<file path="src/rtl/cell_pos_reader_pkg.sv">
// Shared cell-memory reader definitions: FSM encoding, FIFO depth and read latency.
// Imported by the reader top and its position FIFO.
package cell_pos_reader_pkg;

    typedef enum logic [2:0] {
        ST_IDLE     = 3'd0,
        ST_RD_CNT   = 3'd1,
        ST_WAIT_CNT = 3'd2,
        ST_STREAM   = 3'd3,
        ST_DONE     = 3'd4
    } rd_state_t;

    localparam int POS_FIFO_DEPTH = 4;
    localparam int MEM_RD_LATENCY = 2;

endpackage

</file>
<file path="src/rtl/cell_pos_reader_fifo.sv">
// Small position FIFO: first-word-fall-through head, push/pop, full/empty and occupancy.
module pos_read_fifo
    import cell_pos_reader_pkg::*;
#(
    parameter int WIDTH = 8,
    parameter int DEPTH = POS_FIFO_DEPTH
) (
    input  logic                       clk,
    input  logic                       rst,
    input  logic                       push,
    input  logic [WIDTH-1:0]           push_data,
    input  logic                       pop,
    output logic                       full,
    output logic                       empty,
    output logic [WIDTH-1:0]           head_data,
    output logic [$clog2(DEPTH+1)-1:0] count
);
    localparam int PTR_W = $clog2(DEPTH);
    localparam int CNT_W = $clog2(DEPTH + 1);

    logic [WIDTH-1:0] storage [DEPTH];
    logic [PTR_W-1:0] wr_ptr;
    logic [PTR_W-1:0] rd_ptr;
    logic             do_push;
    logic             do_pop;

    assign full      = (count == CNT_W'(DEPTH));
    assign empty     = (count == '0);
    assign do_push   = push && !full;
    assign do_pop    = pop && !empty;
    assign head_data = storage[rd_ptr];

    always_ff @(posedge clk) begin
        if (!rst) begin
            wr_ptr <= '0;
            rd_ptr <= '0;
            count  <= '0;
        end else begin
            if (do_push)
                wr_ptr <= (wr_ptr == PTR_W'(DEPTH - 1)) ? '0 : wr_ptr + 1'b1;
            if (do_pop)
                rd_ptr <= (rd_ptr == PTR_W'(DEPTH - 1)) ? '0 : rd_ptr + 1'b1;
            count <= count + CNT_W'(do_push) - CNT_W'(do_pop);
        end
    end

    // Storage needs no reset: occupancy alone decides what is visible.
    always_ff @(posedge clk) begin
        if (do_push)
            storage[wr_ptr] <= push_data;
    end

endmodule

</file>
<file path="src/rtl/cell_pos_reader.sv">
// Streams the {posz,posy,posx} words of one cell: reads the count at address 0,
// then addresses 1..count with credit-limited reads into a 4-entry FIFO.
//
// state       | meaning
// ST_IDLE     | waiting for start
// ST_RD_CNT   | read of address 0 on the memory port
// ST_WAIT_CNT | memory latency, count latched on the last cycle
// ST_STREAM   | issuing position reads and draining beats
// ST_DONE     | one-cycle done pulse
module cell_pos_reader
    import cell_pos_reader_pkg::*;
#(
    parameter int DATA_WIDTH   = 96,
    parameter int ADDR_WIDTH   = 8,
    parameter int PARTICLE_NUM = 220
) (
    input  logic                  clk,
    input  logic                  rst,
    input  logic                  start,
    output logic                  busy,
    output logic                  done,
    output logic [ADDR_WIDTH-1:0] particle_count,
    output logic [ADDR_WIDTH-1:0] mem_address,
    output logic                  mem_rden,
    output logic                  mem_wren,
    input  logic [DATA_WIDTH-1:0] mem_q,
    output logic                  out_valid,
    input  logic                  out_ready,
    output logic [DATA_WIDTH-1:0] out_data,
    output logic [ADDR_WIDTH-1:0] out_index,
    output logic                  out_last
);
    localparam int FIFO_W = DATA_WIDTH + ADDR_WIDTH + 1;
    localparam int CNT_W  = $clog2(POS_FIFO_DEPTH + 1);
    localparam logic [ADDR_WIDTH-1:0] MAX_COUNT = ADDR_WIDTH'(PARTICLE_NUM - 1);

    rd_state_t             state;
    logic [1:0]            wait_cnt;
    logic [ADDR_WIDTH:0]   next_addr;
    logic                  strm_rd;
    logic                  strm_rd_d1;
    logic                  strm_rd_d2;
    logic [ADDR_WIDTH-1:0] idx_d1;
    logic [ADDR_WIDTH-1:0] idx_d2;

    logic [ADDR_WIDTH-1:0] cnt_raw;
    logic [ADDR_WIDTH-1:0] cnt_clamped;
    logic [3:0]            pending;
    logic                  issue;
    logic                  pop;
    logic                  fifo_full;
    logic                  fifo_empty;
    logic [FIFO_W-1:0]     fifo_head;
    logic [CNT_W-1:0]      fifo_count;

    assign cnt_raw     = mem_q[ADDR_WIDTH-1:0];
    assign cnt_clamped = (cnt_raw > MAX_COUNT) ? MAX_COUNT : cnt_raw;

    assign out_valid = !fifo_empty;
    assign out_data  = out_valid ? fifo_head[DATA_WIDTH-1:0] : '0;
    assign out_index = out_valid ? fifo_head[DATA_WIDTH +: ADDR_WIDTH] : '0;
    assign out_last  = out_valid && fifo_head[FIFO_W-1];
    assign pop       = out_valid && out_ready;
    assign mem_wren  = 1'b0;

    // Reads in flight plus buffered beats as they will stand in the next cycle.
    assign pending = 4'(strm_rd) + 4'(strm_rd_d1) + 4'(strm_rd_d2) + 4'(fifo_count) - 4'(pop);
    assign issue   = (state == ST_STREAM) && (next_addr <= {1'b0, particle_count})
                     && (pending < 4'(POS_FIFO_DEPTH)) && !fifo_full;

    always_ff @(posedge clk) begin
        if (!rst) begin
            state          <= ST_IDLE;
            busy           <= 1'b0;
            done           <= 1'b0;
            particle_count <= '0;
            mem_address    <= '0;
            mem_rden       <= 1'b0;
            strm_rd        <= 1'b0;
            wait_cnt       <= '0;
            next_addr      <= '0;
        end else begin
            mem_rden <= 1'b0;
            strm_rd  <= 1'b0;
            done     <= 1'b0;
            case (state)
                ST_IDLE: begin
                    if (start) begin
                        state       <= ST_RD_CNT;
                        busy        <= 1'b1;
                        mem_rden    <= 1'b1;
                        mem_address <= '0;
                    end
                end
                ST_RD_CNT: begin
                    state    <= ST_WAIT_CNT;
                    wait_cnt <= 2'(MEM_RD_LATENCY - 1);
                end
                ST_WAIT_CNT: begin
                    if (wait_cnt == '0) begin
                        particle_count <= cnt_clamped;
                        if (cnt_clamped == '0) begin
                            state <= ST_DONE;
                            done  <= 1'b1;
                        end else begin
                            state       <= ST_STREAM;
                            mem_rden    <= 1'b1;
                            strm_rd     <= 1'b1;
                            mem_address <= ADDR_WIDTH'(1);
                            next_addr   <= (ADDR_WIDTH + 1)'(2);
                        end
                    end else begin
                        wait_cnt <= wait_cnt - 1'b1;
                    end
                end
                ST_STREAM: begin
                    if (issue) begin
                        mem_rden    <= 1'b1;
                        strm_rd     <= 1'b1;
                        mem_address <= next_addr[ADDR_WIDTH-1:0];
                        next_addr   <= next_addr + 1'b1;
                    end
                    if (pop && out_last) begin
                        state <= ST_DONE;
                        done  <= 1'b1;
                    end
                end
                ST_DONE: begin
                    state <= ST_IDLE;
                    busy  <= 1'b0;
                end
                default: state <= ST_IDLE;
            endcase
        end
    end

    // Tags follow each position read through the memory latency; reset drops late data.
    always_ff @(posedge clk) begin
        if (!rst) begin
            strm_rd_d1 <= 1'b0;
            strm_rd_d2 <= 1'b0;
            idx_d1     <= '0;
            idx_d2     <= '0;
        end else begin
            strm_rd_d1 <= strm_rd;
            strm_rd_d2 <= strm_rd_d1;
            idx_d1     <= mem_address;
            idx_d2     <= idx_d1;
        end
    end

    pos_read_fifo #(
        .WIDTH (FIFO_W),
        .DEPTH (POS_FIFO_DEPTH)
    ) u_fifo (
        .clk       (clk),
        .rst       (rst),
        .push      (strm_rd_d2),
        .push_data ({(idx_d2 == particle_count), idx_d2, mem_q}),
        .pop       (pop),
        .full      (fifo_full),
        .empty     (fifo_empty),
        .head_data (fifo_head),
        .count     (fifo_count)
    );

endmodule

</file>
<file path="config.mk">
export PLATFORM = sky130hd
export DESIGN_NAME = cell_pos_reader
export DESIGN_NICKNAME = d
export VERILOG_FILES = /design/src/rtl/cell_pos_reader_pkg.sv /design/src/rtl/cell_pos_reader_fifo.sv /design/src/rtl/cell_pos_reader.sv
export SDC_FILE = /design/constraint.sdc
export NUM_CORES = 1
export LEC_CHECK = 0
export BUFFER_PORTS_ARGS = -buffer_cell sky130_fd_sc_hd__buf_2
export CORE_MARGIN = 2
export CORE_UTILIZATION = 30
export CTS_BUF_LIST = sky130_fd_sc_hd__clkbuf_8
export DETAILED_ROUTE_END_ITERATION = 6
export GPL_ROUTABILITY_DRIVEN = 0
export HOLD_SLACK_MARGIN = 0.08
export PLACE_DENSITY_LB_ADDON = 0.3
export REMOVE_ABC_BUFFERS = 1
export SLEW_MARGIN = 20
export SYNTH_ARGS = -nofsm -noshare
export SYNTH_HDL_FRONTEND = slang
export SYNTH_SLANG_ARGS = --single-unit
</file>
<file path="constraint.sdc">
create_clock -name clk -period 4.65 [get_ports clk]
set_clock_uncertainty 0.05 [all_clocks]
set_input_delay 0 -clock clk [delete_from_list [all_inputs] [get_ports clk]]
set_output_delay 0 -clock clk [all_outputs]
set_load 0.02 [all_outputs]
</file>
==> flow_summary.toml, run 1 <==
[outcome]
status = "complete, no violations"

[pwr]
switching_power_w = 0.00397
p_comb_frac = 0.284
p_int_w = 0.00848
total_power_w = 0.0124
switching_share = 0.319
ir_drop_uv = 559
p_leak_nw = 8.73
pwr-share-clk = 0.315
p_per_area_nw_per_um2 = 507
seqPwrFrac = 0.400

[clocking]
clkSlewWorstSetupHoldPaths_ns = 0.06
cts_tree = "done"
cts.sink_count = 481
clock-root-buffer = "clkbuf_8"
htree_levels = 3
cts_buffer_depth = 3
cts-resized-gates = 0
cts_setup_buffers = 0
clk_latency_ns = 0.64
cts_buffers = 85
cts_hold_buf = 191

[grt]
grt_overflow = 0
grt_pass1_wl_mm = 65.1
grt_pass1_vias = 11333
grt.total_usage = 0.133
grt_max_degree = 106
antenna_found_initial = 3

[sta]
finalSetupViolCount = 0
finalCritPeriodShare = 0.760
rsz0062_at_grt = "no"
maxSlewViolCount = 0
fin_crit_ns = 3.53
slew_headroom = 0.390
max_freq_mhz = 283
setup_tns_ns = 0
worstMarginPinSlew_ns = 0.914
hold_viol_final = 0

[yosys]
ys_warn_count = 0
synth_top_area_cell = "edfxtp_1"
synth.most_common_cell = "edfxtp_1"
netlist_top_cells_area = "edfxtp_1 (67%), mux4_2 (13%), dfxtp_1 (6.5%)"
avgSynthCellArea_um2 = 18.8
yosysUniqueCellTypes = 58
synth-main-ff-cell = "edfxtp_1"
synth-edff-count = 420
syn_inst = 997
synthTopCellsByCount = "edfxtp_1 (420), and2_1 (117), mux4_2 (105)"
synth_top_cell_area_share = 0.673
synth-seq-area-share = 0.738
syn_area_um2 = 18700
ys_async_sr_fraction = 0
ys_ff_latch = 481

[setup_path]
worst-endpoint-required_ns = 5.13
crit_family = "simple AND/OR/NAND/NOR gates"
slowest_stage = "a22o_1"
cp.arrival_ns = 4.02
cp-start-kind = "register"
end_kind = "register"
cpPeakStageDelay_ns = 0.41
critical_path_class = "reg2reg"
cp_max_fo = 9
cp_num_buf_inv = 2
crit_chain = "or3_4 -> nand2_1 -> inv_1 -> ha_1 -> inv_1 -> fa_1 -> ha_1 -> a31oi_1 -> xnor2_1 -> nor3_4 -> a22o_1 -> mux2_4"

[routing]
wl_per_cell_um = 18.1
met1_length_mm = 18.6
routed_via_density = 4.50
drc = 0
vias = 10664
first_iter_violations = 703
antenna_left = 0
dr_wl_met2_mm = 20.7
firstDrtPassIters = 5
postRouteWirelength_mm = 43.0
highest_layer = "met5"
wl_met3_mm = 2.75

[place]
detailedPlacementHpwl_mm = 24.2
io_buffers = 224
dp_cells = 2022

[floorplanning]
dieArea_um2 = 64500
fp.coreArea_um2 = 61700
die_height_um = 254
start_util = 0.304
rows = 91
die-width_um = 254
num_io_pins = 226

[job]
cap_violations = 0

[final_layout]
fin_util = 0.398
finalNonFillerCells = 2369
n_fill_cell = 5710
syn2layout_area_growth_pct = 30.9
nets = 1587
drive_gt1_frac = 0.313

[worst_hold_path]
worstHoldPathType = "in2reg"
==> cell families (layout without fill, tap and decap cells) <==
group                      after synthesis  in the layout  share of synthesized area
AOI/OAI and AO/OA                       66             66                     0.0243
adders and majority gates               24             24                     0.0168
buffers and inverters                   80            613                     0.0174
xor gates and xnor gates                11             11                    0.00514
muxes                                  109            109                      0.129
and+or+nand+nor                        225            225                     0.0692
DFF                                    481            481                      0.738
other                                    1              3                   0.000200
==> layout by cell type (no fill, tap or decap), drive strengths merged, types with 6 or more instances in the layout <==
cell type	Yosys	layout
a21oi	14	14
and2	117	117
and3	10	10
buf	19	237
bufinv	0	7
clkbuf	30	93
clkinv	0	22
dfxtp	61	61
dlygate4sd3	0	191
edfxtp	420	420
ha	22	22
inv	31	59
mux4	105	105
nand2	36	36
nor2	29	29
nor3	6	6
o211ai	7	7
o21ai	10	10
o22ai	8	8
xnor2	11	11
==> path summary, 6_finish.rpt <==
check                                            end  cells after the start            start  slack [ns]
worst min register to register             idx_d2[2]                      1        idx_d1[2]        0.38
worst min-delay path            u_fifo.storage[1][4]                      2         mem_q[4]        0.16
worst max register to register        mem_address[0]                     12  u_fifo.count[2]        1.12
worst max-delay path                  mem_address[0]                     12  u_fifo.count[2]        1.12
==> flip-flops by register name, summed over array words and instances, names as in the netlist, 2 cells and up, named ones only <==
signal          flops
idx_d2              8
idx_d1              8
u_fifo.rd_ptr       2
u_fifo.wr_ptr       2
u_fifo.storage    420
next_addr           9
particle_count      8
mem_address         8
u_fifo.count        3
wait_cnt            2
state               3
==> through the flow <==
step	hold slack [ns]	worst slack, ns	instance area (um2)
6_report	0.161	1.12	24500
3_3_place_gp	0.163	1.16	20900
5_1_grt	0.136	0.986	24500
3_5_place_dp	0.167	1.13	20900
2_1_floorplan	0.0489	-0.971	18500
4_1_cts	0.0876	1.13	24500
==> per-layer routing <==
layer | GRT usage | up-vias
li1 | - | 4855
met2 | 0.214 | 318
met5 | 0 | -
met1 | 0.174 | 5421
met4 | 0.0519 | 2
met3 | 0.0340 | 68
==> power groups by stage <==
stage	Combinational [W]	Clock [W]	Sequential [W]
after floorplan	0.00222	0	0.00516
after global placement	0.00348	0	0.00507
after detailed placement	0.00348	0	0.00508
after CTS	0.00363	0.00408	0.00499
after global routing	0.00387	0.00426	0.00501
final	0.00354	0.00393	0.00498
==> final cells by class <==
cell class	count	area [um2]	area share
antenna	2	5.00	0.000204
clock buffer	93	1280	0.0522
clock inverter	61	452	0.0184
inverter	31	116	0.00474
multi-input combinational	436	4600	0.188
sequential	481	13800	0.564
tap	837	1050	0.0427
timing repair buffer	428	3190	0.130
No activity file was read; power rests on OpenSTA's default activity.
==> run 2: changes to the inputs <==
==> constraint.sdc (replaced) <==
create_clock -name clk -period 3.15 [get_ports clk]
set_clock_uncertainty 0.05 [all_clocks]
set_input_delay 0 -clock clk [delete_from_list [all_inputs] [get_ports clk]]
set_output_delay 0 -clock clk [all_outputs]
set_load 0.02 [all_outputs]
==> run 2 against run 1 <==
  * Via count shrank 0.25%
  * Cell count grew 0.38%
  * Register-to-register slack lost 1.0 ns
  * Non-clock buffer count grew 17
  * Maximum frequency grew 16%
  * Sequential power grew 46%
  * Critical path type unchanged
  * Largest cell class unchanged
  * Highest routed layer unchanged
==> flow_summary.toml, run 2 (synthesized netlist as in run 1, its figures left out) <==
[outcome]
status = "complete, no violations"

[pwr]
seqPwrFrac = 0.404
switching_power_w = 0.00591
p_leak_nw = 8.75
p_per_area_nw_per_um2 = 730
p_int_w = 0.0120
ir_drop_uv = 843
pwr-share-clk = 0.286
switching_share = 0.329
p_comb_frac = 0.309

[grt]
grt_pass1_wl_mm = 66.1
grt.total_usage = 0.136
grt_overflow = 0
grt_max_degree = 68
grt_pass1_vias = 11482
antenna_found_initial = 2

[final_layout]
finalNonFillerCells = 2378
multiInputGateArea_um2 = 4660
drive_gt1_frac = 0.316
largest_reg_flops = 420
top_register = "u_fifo.storage"
syn2layout_area_growth_pct = 31.3
layout_commonest_cell = "edfxtp_1"
ff_latch_area_um2 = 13800
nets = 1603
most-common-layout-cells = "edfxtp_1 (420), buf_2 (224), dlygate4sd3_1 (194)"
top_regs = "u_fifo.storage: 420 flops, next_addr: 9 flops"
n_fill_cell = 5781
fin_util = 0.399

[setup_path]
worst-endpoint-required_ns = 3.65
end_kind = "register"
cp.arrival_ns = 3.55
critical_path_class = "reg2reg"
cp_max_fo = 4
reg2regPathDepth = 12
cp-start-kind = "register"

[floorplanning]
dieArea_um2 = 64500
die_height_um = 254
start_util = 0.304
die-width_um = 254
fp.coreArea_um2 = 61700
rows = 91
num_io_pins = 226

[routing]
wl_met3_mm = 2.62
highest_layer = "met5"
wl_per_cell_um = 18.3
first_iter_violations = 604
firstDrtPassIters = 5
antenna_left = 0
met1_length_mm = 19.1
postRouteWirelength_mm = 43.6
drc = 0
dr_wl_met2_mm = 21.1
routed_via_density = 4.47
vias = 10637

[place]
io_buffers = 224
preCtsSetupSlack_ns = 0.0102
detailedPlacementHpwl_mm = 24.8
dp_cells = 2034

[clocking]
cts.sink_count = 481
clock-root-buffer = "clkbuf_8"
htree_levels = 3
cts_tree = "done"
clk_latency_ns = 0.66
clkSlewWorstSetupHoldPaths_ns = 0.07
cts_buffers = 84
cts_buffer_depth = 3

[worst_hold_path]
hold-path-cell-count = 2
worstHoldPathType = "in2reg"

[sta]
maxSlewViolCount = 0
max_freq_mhz = 328
finalCritPeriodShare = 0.967
whs_ns = 0.143
hold_viol_final = 0
finalWorstSetupSlack_ns = 0.104
finalSetupViolCount = 0
worstMarginPinSlew_ns = 0.895
slew_headroom = 0.402
fin_crit_ns = 3.05

[job]
cap_violations = 0
run 2: metal layers:
layer,vias up,global-route usage
li1,4879,-
met1,5445,0.173
met2,257,0.220
met3,54,0.0385
met4,2,0.0492
met5,-,0
run 2: final timing paths:
| kind | from | end | slack (ns) |
|---|---|---|---|
| max | u_fifo.count[2] | mem_address[0] | 0.10 |
| min | mem_q[7] | u_fifo.storage[0][7] | 0.14 |
| max reg2reg | u_fifo.count[2] | mem_address[0] | 0.10 |
| min reg2reg | idx_d1[7] | idx_d2[7] | 0.39 |
run 2: worst max-delay path: stages, from the launching register on:
cell,delay [ns]
dfxtp_1,0.31
or3_4,0.38
nand2_1,0.11
inv_1,0.06
ha_1,0.26
inv_1,0.05
fa_1,0.40
ha_4,0.30
a31oi_4,0.10
xnor2_4,0.16
nor3_4,0.21
a22o_1,0.24
mux2_4,0.31
run 2: area by class of cell:
type | count | share of cell area
Sequential cell | 481 | 0.563
Multi-Input combinational cell | 436 | 0.190
Timing Repair Buffer | 445 | 0.139
Clock buffer | 92 | 0.0515
Tap cell | 837 | 0.0426
Clock inverter | 55 | 0.00962
Inverter | 31 | 0.00473
Antenna cell | 1 | 0.000102
run 2: what timing repair did:
| item | CTS | global route |
|---|---|---|
| hold endpoints to repair | 443 | 0 |
| hold buffers | 194 | 0 |
| setup endpoints to repair | 2 | 18 |
| pin swaps | 0 | 3 |
| resized for setup | 1 | 8 |
| buffers inserted | 0 | 2 |
run 2: power by group through the flow:
stage	clock (W)	combinational, W	sequential, W
5_1_grt	0.00561	0.00606	0.00728
4_1_cts	0.00537	0.00557	0.00727
3_5_place_dp	0	0.00534	0.00740
2_1_floorplan	0	0.00328	0.00762
3_3_place_gp	0	0.00531	0.00739
6_report	0.00514	0.00556	0.00726
run 2: stage by stage:
stage           TNS, ns  power, W  instance area, um2
6_report              0    0.0180               24600
5_1_grt        -0.00197    0.0190               24600
4_1_cts               0    0.0182               24500
3_5_place_dp          0    0.0127               21100
3_3_place_gp          0    0.0127               21100
2_1_floorplan   -419.16    0.0109               18500
